[src/rtl/uart_pkg.sv]
// Shared types and helpers for the UART transmit arbiter.
package uart_pkg;

  typedef enum logic [1:0] {IDLE, HEADER, DATA} arb_state_e;

  localparam logic [3:0] HeaderMagic = 4'hA;

  function automatic logic [7:0] hdr_byte(input logic [3:0] id);
    return {HeaderMagic, id};
  endfunction

endpackage

[src/rtl/uart_rr_picker.sv]
// Combinational round-robin selector: first set request after ptr_i, with wrap.
module uart_rr_picker #(
  parameter int NUM_REQ = 3,
  parameter int IW      = (NUM_REQ > 1) ? $clog2(NUM_REQ) : 1
) (
  input  logic [NUM_REQ-1:0] req_i,
  input  logic [IW-1:0]      ptr_i,
  output logic [NUM_REQ-1:0] pick_o,
  output logic [IW-1:0]      idx_o
);

  logic          found;
  logic [IW-1:0] j;

  always_comb begin
    pick_o = '0;
    idx_o  = '0;
    found  = 1'b0;
    j      = '0;
    for (int k = 1; k <= NUM_REQ; k++) begin
      j = IW'((int'(ptr_i) + k) % NUM_REQ);
      if (!found && req_i[j]) begin
        found     = 1'b1;
        pick_o[j] = 1'b1;
        idx_o     = j;
      end
    end
  end

endmodule

[src/rtl/uart_tx_arbiter.sv]
// Packet-atomic round-robin arbiter feeding one uart_transmitter, with optional
// channel-ID header and a mid-packet stall watchdog.
module uart_tx_arbiter
  import uart_pkg::*;
#(
  parameter int NUM_REQ        = 3,
  parameter int HEADER_EN      = 1,
  parameter int TIMEOUT_CYCLES = 65535
) (
  input  logic                 clk,
  input  logic                 rst_n,
  input  logic [NUM_REQ-1:0]   req_valid,
  input  logic [8*NUM_REQ-1:0] req_data,
  input  logic [NUM_REQ-1:0]   req_last,
  output logic [NUM_REQ-1:0]   req_ready,
  input  logic                 tx_ready,
  output logic                 tx_valid,
  output logic [7:0]           tx_data,
  output logic [NUM_REQ-1:0]   grant,
  output logic                 busy,
  output logic                 timeout_pulse
);

  localparam int IW = (NUM_REQ > 1) ? $clog2(NUM_REQ) : 1;
  localparam logic WD_EN = (TIMEOUT_CYCLES != 0);
  localparam logic [15:0] WD_LIMIT = 16'(TIMEOUT_CYCLES - 1);

  arb_state_e         state_q;
  logic [NUM_REQ-1:0] grant_q;
  logic [IW-1:0]      gidx_q;
  logic [IW-1:0]      ptr_q;
  logic [15:0]        wd_q;
  logic               timeout_pulse_q;

  logic [NUM_REQ-1:0] pick;
  logic [IW-1:0]      pick_idx;
  logic               g_valid, g_last, g_xfer, wd_fire;
  logic [7:0]         g_data;

  uart_rr_picker #(.NUM_REQ(NUM_REQ), .IW(IW)) u_picker (
    .req_i  (req_valid),
    .ptr_i  (ptr_q),
    .pick_o (pick),
    .idx_o  (pick_idx)
  );

  assign g_valid = req_valid[gidx_q];
  assign g_last  = req_last[gidx_q];
  assign g_data  = req_data[{gidx_q, 3'b000} +: 8];
  assign g_xfer  = (state_q == DATA) && g_valid && tx_ready;
  // Only an idle requester counts toward the stall limit; a busy transmitter never does.
  assign wd_fire = WD_EN && (state_q == DATA) && !g_valid && (wd_q == WD_LIMIT);

  always_comb begin
    tx_valid  = 1'b0;
    tx_data   = 8'h00;
    req_ready = '0;
    case (state_q)
      HEADER: begin
        tx_valid = 1'b1;
        tx_data  = hdr_byte(4'(gidx_q));
      end
      DATA: begin
        tx_valid          = g_valid;
        tx_data           = g_valid ? g_data : 8'h00;
        req_ready[gidx_q] = tx_ready;
      end
      default: ;
    endcase
  end

  always_ff @(posedge clk or negedge rst_n) begin
    if (!rst_n) begin
      state_q         <= IDLE;
      grant_q         <= '0;
      gidx_q          <= '0;
      ptr_q           <= IW'(NUM_REQ - 1);
      wd_q            <= '0;
      timeout_pulse_q <= 1'b0;
    end else begin
      timeout_pulse_q <= 1'b0;
      case (state_q)
        IDLE: begin
          wd_q <= '0;
          if (|req_valid) begin
            grant_q <= pick;
            gidx_q  <= pick_idx;
            state_q <= (HEADER_EN != 0) ? HEADER : DATA;
          end
        end
        HEADER: if (tx_ready) state_q <= DATA;
        DATA: begin
          if (g_xfer) begin
            wd_q <= '0;
            if (g_last) begin
              state_q <= IDLE;
              grant_q <= '0;
              ptr_q   <= gidx_q;
            end
          end else if (wd_fire) begin
            timeout_pulse_q <= 1'b1;
            state_q         <= IDLE;
            grant_q         <= '0;
            ptr_q           <= gidx_q;
            wd_q            <= '0;
          end else if (WD_EN && !g_valid) begin
            wd_q <= wd_q + 16'd1;
          end
        end
        default: state_q <= IDLE;
      endcase
    end
  end

  assign grant         = grant_q;
  assign busy          = (state_q != IDLE);
  assign timeout_pulse = timeout_pulse_q;

endmodule

[config.mk]
export PLATFORM = sky130hd
export DESIGN_NAME = uart_tx_arbiter
export DESIGN_NICKNAME = d
export VERILOG_FILES = /design/src/rtl/uart_pkg.sv /design/src/rtl/uart_rr_picker.sv /design/src/rtl/uart_tx_arbiter.sv
export SDC_FILE = /design/constraint.sdc
export NUM_CORES = 1
export LEC_CHECK = 0
export ABC_AREA = 1
export CORE_AREA = 2 2 71 73
export DETAILED_ROUTE_END_ITERATION = 8
export DIE_AREA = 0 0 73 75
export GPL_ROUTABILITY_DRIVEN = 0
export PLACE_DENSITY = 0.75
export SLEW_MARGIN = 40
export SYNTH_ARGS = -nofsm -noshare
export SYNTH_HDL_FRONTEND = slang
export SYNTH_SLANG_ARGS = --single-unit
[constraint.sdc]
create_clock -name clk -period 1.6 [get_ports clk]
set_input_delay 0.4 -clock clk [delete_from_list [all_inputs] [get_ports clk]]
set_output_delay 0.4 -clock clk [all_outputs]
set_load 0.005 [all_outputs]
==> metrics, run 1 <==
status=complete, but fails checks; failing checks=setup timing; Ant. Diodes=0; Worst setup EP type=output pin; prevailing post-synth register cell=dfrtp_1; Detailed Routing Iterations Pass 1=4; Synth Area in XOR/XNOR=0; Starting Density=0.4553; fmax=0.5071 GHz; Pwr Total=0.006015 W; Register Area=655.6 sq um; net count after synthesis=372; max cap viols=0; clk sink count=26; RR Startpoint=state_q[0]; Synth area leader=dfrtp_1; ys async rst share=1.000; wire length per cell=15.01 microns; core area=4661 sq um; Routed WL=7191 microns; IO Count=50; pre-CTS WS=-793.7 ps; Die Area=5475 sq um; post-synth top area share=0.2948; HP Class=in2async; antenna violations before repair=0; H-Tree Depth=1; critical path data arrival time=1570 ps; worst vdd ir=0.8425 mV; Mapped Avg Cell Area=6.450 sq um; P_leak=1.675 nW; critical path launch point=gidx_q[1]; Multi-input gate area=1673 sq um; Final WS setup=-372.0 ps; Via density=5.294; count of final hold-check violations=0; final worst-path cycle share=1.232; DIE HEIGHT=75 microns; pin slew with the least headroom to its limit=376.2 ps; post-detail-place hpwl=4566 microns; CP max stage delay=480 ps; share of cells above drive strength 1=0.3929; number of global-route vias before repair=2,368; CTS tree=yes; die span in x=73 microns; Core Rows=25; first-pass GRT wire length=10,610 microns; root buf cell=clkbuf_8; slew margin rel.=0.7472; CP max-delay cell=dfrtp_2; DR iter-0 viols=144; CP max FO=8; Total Routing Usage GR=0.2460; Cells after Synth=329; Simple-Gate Fraction of Synth Area=0.4180; Synth cell types=30; synthesized area=2122 sq um; largest net degree at the start of global routing=27; register bit total from synthesis=26; register area share after synthesis=0.3072; Final TNS setup=-10,420 ps; Worst EP required=1200 ps; post-synthesis mux area share=0; compound-gate portion of the synthesized area=0.1008; largest family of logic cells by synthesized area=simple AND/OR/NAND/NOR gates; final worst path period need=1972 ps; EDFF count, synth=0; # DRC=0; Max Root-Sink Buffers=2; I/O Buffers=49; total number of yosys warnings=0; ordered cell list for the critical path=buf_6, nor2_4, a22oi_2, a21oi_2, buf_2; Area Overhead vs Synth=66.33%; ranking of synthesized cells by area=dfrtp_1, nand2_1, inv_1; adder-cell share of the synthesized area=0.05896; Worst Skew=4.723 ps; R2R Path End=wd_q[10]; CP Launch Type=flop; Final Max Tran Viols=0; Clock Latency Late Sink=290 ps; r2r worst-path depth=13; vias=2,536; nets@finish=469; GRT Residual Overflow=0; RSZ-0062 raised after global routing=yes; post-route ant nets=0; TritonCTS Buffers=3; R2R setup slack=-350 ps; Final setup viols=37; crit path kind=reg2out; Cell Pwr Density=1704 nW/um^2; filler instances=316; clk slew on worst S/H paths=100 ps
==> synth_stat cells (2+ instances only) <==
cell type,number
buf_6,2
nand3_1,32
a221oi_1,4
buf_2,4
o21ai_1,3
nor3_1,5
o22ai_1,2
a31oi_1,3
inv_1,50
nand4_1,6
o21bai_1,2
o21ai_0,14
a21oi_1,5
nand2_1,103
dfrtp_1,25
a22oi_1,2
inv_2,2
nor2_4,2
nand2_2,6
ha_1,10
nand3_2,2
nor2_1,37
==> worst max-delay path: cells and delay by family, from the launching register on <==
kind | cells | cell delay, ps
buffers and inverters | 2 | 290
AND/OR/NAND/NOR | 1 | 240
flip-flops | 1 | 480
AO/OA/AOI/OAI | 2 | 280
==> flip-flops by register name, summed over array words and instances (netlist names) <==
register       count
wd_q              16
ptr_q              2
gidx_q             2
timeout_pulse      1
state_q            2
grant              3
==> placed cells by master, fill, tap and decap left out, types with 2 or more instances in the layout <==
cell / netlist / final
dfrtp_1: 25 / 22
nand2_2: 6 / 18
nor2_2: 1 / 8
ha_1: 10 / 5
nor3_2: 0 / 3
nand2_1: 103 / 79
nand4_1: 6 / 6
nand3_2: 2 / 5
nor2_1: 37 / 21
o21ai_2: 0 / 6
o21bai_1: 2 / 2
nand3_1: 32 / 26
buf_2: 4 / 12
o22ai_2: 0 / 2
nand3_4: 1 / 4
o21ai_0: 14 / 4
nor3_4: 1 / 2
nor2_4: 2 / 11
inv_4: 1 / 3
buf_6: 2 / 11
buf_4: 0 / 38
a22oi_2: 0 / 2
a21oi_2: 0 / 4
a31oi_1: 3 / 2
dfrtp_2: 0 / 3
a221oi_2: 0 / 4
clkbuf_8: 0 / 3
o21ai_1: 3 / 7
nand2_4: 1 / 12
inv_2: 2 / 5
inv_1: 50 / 43
ha_4: 0 / 5
clkdlybuf4s50_1: 0 / 32
dlygate4sd2_1: 0 / 3
==> stage by stage <==
| stage | std cells | util | instance area, sq um | hold WS [ps] |
|---|---|---|---|---|
| detailed placement | 466 | 0.6341 | 2955 | 464.2 |
| CTS | 475 | 0.6889 | 3211 | 486.1 |
| floorplan | 329 | - | 2148 | 104.4 |
| global route | 479 | 0.7573 | 3530 | 500.0 |
| global placement | 466 | 0.6341 | 2955 | 466.9 |
| finish | 479 | 0.7573 | 3530 | 475.3 |
==> worst max path at each step <==
stage,endpoint,slack (ps),depth (start not counted)
2_1_floorplan,grant[0],-2,12
3_3_place_gp,tx_data[7],-750,8
3_5_place_dp,tx_data[0],-790,8
4_1_cts,tx_data[2],-350,8
5_1_grt,tx_data[6],-460,8
6_report,tx_data[4],-370,5
==> logic make-up after synthesis <==
kind of cell,after synthesis
AO/OA/AOI/OAI,36
adder cells (fa/ha/maj),10
AND/OR/NAND/NOR,198
flip-flops,26
buffers and inverters,59
==> what timing repair did <==
item,4_1_cts,5_1_grt
resized for setup,112,78
buffers inserted,6,5
hold buffers,0,0
endpoints found under the setup margin,38,37
pin swaps,21,30
==> layout make-up <==
type	count	share of cell area
clock buffers	3	0.01170
clock inverters	1	0.008508
well taps	54	0.01914
flip-flops and latches	26	0.1857
inverters	53	0.06345
multi-input cells	244	0.4739
repair buffers	98	0.2375
==> routing by layer <==
layer | share of wire | global-route usage | wire (microns)
met4 | 0.032 | 0.06790 | 229
met5 | 0 | 0 | 0
met3 | 0.024 | 0.02811 | 175
met1 | 0.40 | 0.2992 | 2855
met2 | 0.55 | 0.4585 | 3931
==> report_power, final <==
group | total [W] | internal, W | switching (W)
Combinational | 0.00453 | 0.00198 | 0.00255
Sequential | 0.000913 | 0.000787 | 0.000125
Clock | 0.000570 | 0.000336 | 0.000235
(Power assumes the default switching activity.)
==> run 2: changes to the inputs <==
--- a/config.mk
+++ b/config.mk
@@ -6,11 +6,11 @@
 export NUM_CORES = 1
 export LEC_CHECK = 0
 export ABC_AREA = 1
-export CORE_AREA = 2 2 71 73
+export CORE_AREA = 2 2 76 78
 export DETAILED_ROUTE_END_ITERATION = 8
-export DIE_AREA = 0 0 73 75
+export DIE_AREA = 0 0 78 80
 export GPL_ROUTABILITY_DRIVEN = 0
-export PLACE_DENSITY = 0.75
+export PLACE_DENSITY = 0.67
 export SLEW_MARGIN = 40
 export SYNTH_ARGS = -nofsm -noshare
 export SYNTH_HDL_FRONTEND = slang
==> metrics, run 2 (same netlist as run 1, synthesis figures left out) <==
I/O Buffers=49 (unchanged); antenna violations before repair=0 (unchanged); max reg flops=16 (unchanged); internal power=0.003594 W (+16%); HP Class=in2async; most flop-heavy register=wd_q; DR iter-0 viols=179 (+24%); CTS tree=yes; filler instances=382 (+21%); IO Count=50 (unchanged); clk sink count=26 (unchanged); Die Area=6240 sq um (+14%); fmax=0.4883 GHz (-3.7%); Cell Pwr Density=1767 nW/um^2 (+3.7%); Final setup viols=37 (unchanged); Sw Ratio=0.4730 (-0.01112); critical path data arrival time=1650 ps (+80 ps); status=complete, but fails checks; CP max FO=7 (-1); Max Root-Sink Buffers=2 (unchanged); CP Launch Type=flop; GRT Residual Overflow=0 (unchanged); H-Tree Depth=1 (unchanged); CP max-delay cell=dfrtp_2; nets@finish=491 (+4.7%); max cap viols=0 (unchanged); root buf cell=clkbuf_8; Total Routing Usage GR=0.1983 (-0.04773); Area Overhead vs Synth=81.96%; ordered cell list for the critical path=inv_4, nand3_2, nand3_2, nand2_2, inv_2, buf_6, nand2_8, a31oi_4, buf_2; Via density=5.133 (-3.0%); crit path kind=reg2out; most used cell, CP=nand3_2; P_leak=1.787 nW (+6.7%); sequential share of power=0.134 (-0.018); post-route ant nets=0 (unchanged); RSZ-0062 raised after global routing=yes; slew margin rel.=0.7403 (-0.006975); Ant. Diodes=0 (unchanged); CP max stage delay=480 ps (about the same); met3 WL=281 microns (+61%); post-cts hold buffer count=0 (unchanged); Worst Path Buf+Inv=4 (+2); met1 wire length=3072 microns (+7.6%); Final WS setup=-448.1 ps (-76.15 ps); core area=5405 sq um (+16%); vias=2,664 (+5.0%); Worst EP required=1200 ps (about the same); share of cells above drive strength 1=0.4452 (+0.05225); Net Switching=0.003227 W (+11%); final worst-path cycle share=1.280 (+0.04759); Final Max Tran Viols=0 (unchanged); R2R setup slack=-250 ps (+100 ps); Gate power share=0.784 (+0.031); clk slew on worst S/H paths=100 ps (about the same); TritonCTS Buffers=3 (unchanged); part of the power in the clock network=0.082 (-0.013); Detailed Routing Iterations Pass 1=4 (unchanged); post-detail-place hpwl=4448 microns (-2.6%); pre-CTS WS=-813.3 ps (-19.55 ps); most common cell after layout, fill and taps aside=nand2_1; max layer used=met4; count of final hold-check violations=0 (unchanged); wire length per cell=14.65 microns (-2.4%); failing checks=setup timing; die span in x=78 microns (+6.8%); Core Rows=27 (+8.0%); Final TNS setup=-8016 ps (+2401 ps); largest net degree at the start of global routing=27 (unchanged); DIE HEIGHT=80 microns (+6.7%); met2 wire length=4043 microns (+2.8%); final worst path period need=2048 ps (+76.15 ps); WHS=458.5 ps (-16.72 ps); worst vdd ir=1.098 mV (+30%); first-pass GRT wire length=10,060 microns (-5.2%); Clock Latency Late Sink=280 ps (about the same); # DRC=0 (unchanged); most frequent cells in the layout=nand2_1, buf_4, inv_1; Crit path max-delay family=flip-flops; Worst setup EP type=output pin; number of global-route vias before repair=2,278 (-3.8%); pin slew with the least headroom to its limit=386.6 ps (+10.38 ps); Routed WL=7601 microns (+5.7%); Worst Skew=9.737 ps (+5.013 ps); Starting Density=0.3926 (-0.06271)
run 2: changes by cell type in the layout (fill, tap and decap cells not counted), moves of 3 or more:
cell     delta
buf_4      +16
buf_6       +3
nand2_1    -10
nand2_2     +8
nor2_1      -3
run 2: timing repair:
action	4_1_cts	5_1_grt
gates resized for setup	99	115
buffers inserted	7	18
gates cloned	0	1
setup endpoints to repair	38	39
pin swaps	10	41
run 2: layer usage:
| metal | global-route usage | vias to the layer above |
|---|---|---|
| met1 | 0.2489 | 1267 |
| met2 | 0.3543 | 77 |
| met3 | 0.02489 | 29 |
| met5 | 0 | - |
| li1 | - | 1291 |
| met4 | 0.06140 | 0 |
run 2: stage by stage:
step                power [W]    util  instance area, sq um  instances
CTS                  0.005242  0.6053                  3272        500
floorplan            0.002773       -                  2148        329
global placement     0.004041  0.5602                  3028        489
global route         0.007230  0.7144                  3861        519
finish               0.006821  0.7144                  3861        519
detailed placement   0.004077  0.5602                  3028        489
run 2: area by class of cell:
class,count,area (sq um),share of cell area
Inverter,53,229.0,0.05930
Tap cell,72,90.09,0.02333
Multi-Input combinational cell,244,1754,0.4543
Sequential cell,26,654.4,0.1695
Clock buffer,3,41.29,0.01069
Timing Repair Buffer,120,1062,0.2751
Clock inverter,1,30.03,0.007777
run 2: worst paths after layout:
check	start	endpoint	depth (start not counted)
worst min register to register	grant[0]	grant[0]	2
worst min-delay path	rst_n	grant[1]	2
worst max register to register	state_q[0]	wd_q[10]	13
min in group clk	grant[0]	grant[0]	2
max in group asynchronous	rst_n	ptr_q[1]	2
worst max-delay path	gidx_q[0]	tx_data[6]	9
run 2: power by group through the flow:
stage          registers (W)  logic [W]  clock network [W]
2_1_floorplan       0.000886    0.00189                  0
3_3_place_gp        0.000888    0.00315                  0
3_5_place_dp        0.000893    0.00318                  0
4_1_cts             0.000901    0.00378           0.000563
5_1_grt             0.000932    0.00571           0.000590
6_report            0.000915    0.00535           0.000561
==> run 3: changes to the inputs <==
==> constraint.sdc (replaced) <==
create_clock -name clk -period 1.6 [get_ports clk]
set_input_delay 0.48 -clock clk [delete_from_list [all_inputs] [get_ports clk]]
set_output_delay 0.48 -clock clk [all_outputs]
set_load 0.005 [all_outputs]
==> metrics, run 3 (same netlist as run 1, synthesis figures left out) <==
I/O Buffers=49 (unchanged); Sw Ratio=0.4737 (+0.0006345); first-pass GRT wire length=10,510 microns (+4.5%); DP Area=3068 sq um (+1.3%); Total Routing Usage GR=0.2097 (+0.01134); Final TNS setup=-5727 ps (+2290 ps); most frequent cells in the layout=nand2_1, buf_4, inv_1; Final Cell Area=3605 sq um (-6.6%); fmax=0.4667 GHz (-4.4%); crit path kind=reg2out; die span in x=78 microns (unchanged); critical path data arrival time=1660 ps (about the same); ordered cell list for the critical path=buf_6, nor2_4, nand2_2, nand3_4, nand2_2, inv_2, nand2_4, buf_6, a31oi_1, buf_2; pin slew with the least headroom to its limit=387.9 ps (+1.275 ps); IO Count=50 (unchanged); Area Overhead vs Synth=69.87%; CP max FO=6 (-1); P_leak=1.751 nW (-2.0%); H-Tree Depth=1 (unchanged); wire length per cell=12.69 microns (-13%); final worst path period need=2143 ps (+94.51 ps); HP Start=grant[0]; internal power=0.003184 W (-11%); Max Root-Sink Buffers=2 (unchanged); share of cells above drive strength 1=0.3690 (-0.07617); CP max-delay cell=dfrtp_2; worst vdd ir=0.9116 mV (-17%); RSZ-0062 raised after global routing=yes; max reg flops=16 (unchanged); max cap viols=0 (unchanged); Starting Density=0.3926 (unchanged); filler instances=452 (+18%); sequential share of power=0.148 (+0.014); pre-CTS WS=-996.3 ps (-183.1 ps); Final setup viols=22 (-41%); Final WS setup=-542.6 ps (-94.51 ps); Final Max Tran Viols=0 (unchanged); core area=5405 sq um (unchanged); R2R setup slack=-100 ps (+150 ps); number of global-route vias before repair=2,382 (+4.6%); Final Util=0.6669 (-0.04745); # DRC=0 (unchanged); antenna violations before repair=0 (unchanged); Gate power share=0.778 (-0.006); r2r worst-path depth=8 (-5); Detailed Routing Iterations Pass 1=5 (+1); Worst EP required=1120 ps (-80 ps); clk slew on worst S/H paths=100 ps (about the same); post-detail-place hpwl=4669 microns (+5.0%); Worst Hold Path EP=grant[0]; hold path cells=2; part of the power in the clock network=0.074 (-0.008); failing checks=setup timing; Worst setup EP type=output pin; clk sink count=26 (unchanged); DR iter-0 viols=116 (-35%); final worst-path cycle share=1.339 (+0.05907); HP Class=reg2reg; slew margin rel.=0.7394 (-0.0008570); count of final hold-check violations=0 (unchanged); Clock Latency Late Sink=280 ps (about the same); Die Area=6240 sq um (unchanged); Core Rows=27 (unchanged); Ant. Diodes=0 (unchanged); Routed WL=6487 microns (-15%); GRT Residual Overflow=0 (unchanged); CP Launch Type=flop; root buf cell=clkbuf_8; CP max stage delay=450 ps (-30 ps); Net Switching=0.002865 W (-11%); Worst Skew=6.131 ps (-3.605 ps); DIE HEIGHT=80 microns (unchanged); largest net degree at the start of global routing=27 (unchanged); vias=2,456 (-7.8%); CTS tree=yes; post-route ant nets=0 (unchanged); TritonCTS Buffers=3 (unchanged); nets@finish=483 (-1.6%); most common cell after layout, fill and taps aside=nand2_1; status=complete, but fails checks; Cell Pwr Density=1678 nW/um^2 (-5.0%); Via density=4.806 (-6.4%); most flop-heavy register=wd_q; R2R Path End=gidx_q[1]; RR Startpoint=ptr_q[1]
[run 3: cell count changes in the layout (fill, tap and decap cells not counted), moves of 3 or more]
cell | previous run | this run
nand2_1 | 69 | 85
nand2_2 | 26 | 13
nor2_1 | 18 | 28
nor2_4 | 13 | 5
clkdlybuf4s50_1 | 33 | 28
dlygate4sd2_1 | 3 | 7
nand3_1 | 25 | 21
a21oi_1 | 1 | 4
a21oi_2 | 4 | 1
buf_6 | 14 | 11
nand3_2 | 4 | 7
[run 3: layout make-up]
cell class                      instances  area, sq um  share of cell area
Multi-Input combinational cell        244         1618              0.4488
Timing Repair Buffer                  112        960.9              0.2666
Sequential cell                        26        654.4              0.1815
Inverter                               53        226.5             0.06283
Tap cell                               72        90.09             0.02499
Clock buffer                            4        55.05             0.01527
[run 3: layer usage]
metal | vias to the layer above | part of all wire | track usage | routed length (microns)
li1 | 1265 | - | - | -
met1 | 1123 | 0.44 | 0.2597 | 2841
met2 | 57 | 0.52 | 0.3819 | 3356
met3 | 11 | 0.030 | 0.02489 | 192
met4 | 0 | 0.015 | 0.06140 | 96
met5 | - | 0 | 0 | 0
[run 3: critical path, delay by kind of cell, from the launching register on]
family | cells | cell delay (ps)
compound gates | 1 | 130
buf+inv | 4 | 460
flops | 1 | 450
simple gates | 5 | 350
[run 3: per-stage QoR]
step / instances / total power (W) / hold WS (ps)
6_report: 511 / 0.006049 / 500.0
5_1_grt: 511 / 0.006474 / 539.2
4_1_cts: 506 / 0.005262 / 503.0
3_5_place_dp: 493 / 0.004125 / 482.1
3_3_place_gp: 493 / 0.004078 / 466.2
2_1_floorplan: 329 / 0.002801 / 184.4
[run 3: worst max path at each step]
| stage | startpoint | endpoint | slack (ps) | cells past startpoint |
|---|---|---|---|---|
| floorplan | gidx_q[0] | tx_data[2] | -50 | 7 |
| global placement | req_valid[2] | tx_data[7] | -960 | 8 |
| detailed placement | req_valid[1] | tx_data[6] | -1000 | 8 |
| CTS | gidx_q[1] | tx_data[6] | -580 | 10 |
| global route | gidx_q[1] | tx_data[2] | -610 | 10 |
| finish | gidx_q[1] | tx_data[2] | -540 | 10 |
[run 3: power by group through the flow]
stage | combinational, W | sequential [W] | clock [W]
after floorplan | 0.00192 | 0.000886 | 0
after CTS | 0.00392 | 0.000895 | 0.000452
after global routing | 0.00509 | 0.000910 | 0.000474
final | 0.00471 | 0.000897 | 0.000447
after detailed placement | 0.00324 | 0.000889 | 0
after global placement | 0.00319 | 0.000887 | 0
[run 3: repair_timing]
action	4_1_cts	5_1_grt
hold buffers	0	0
gates cloned	0	0
endpoints found under the setup margin	42	39
pin swaps	12	22
setup buffers	9	5
gates resized for setup	121	50
hold endpoints to repair	0	0
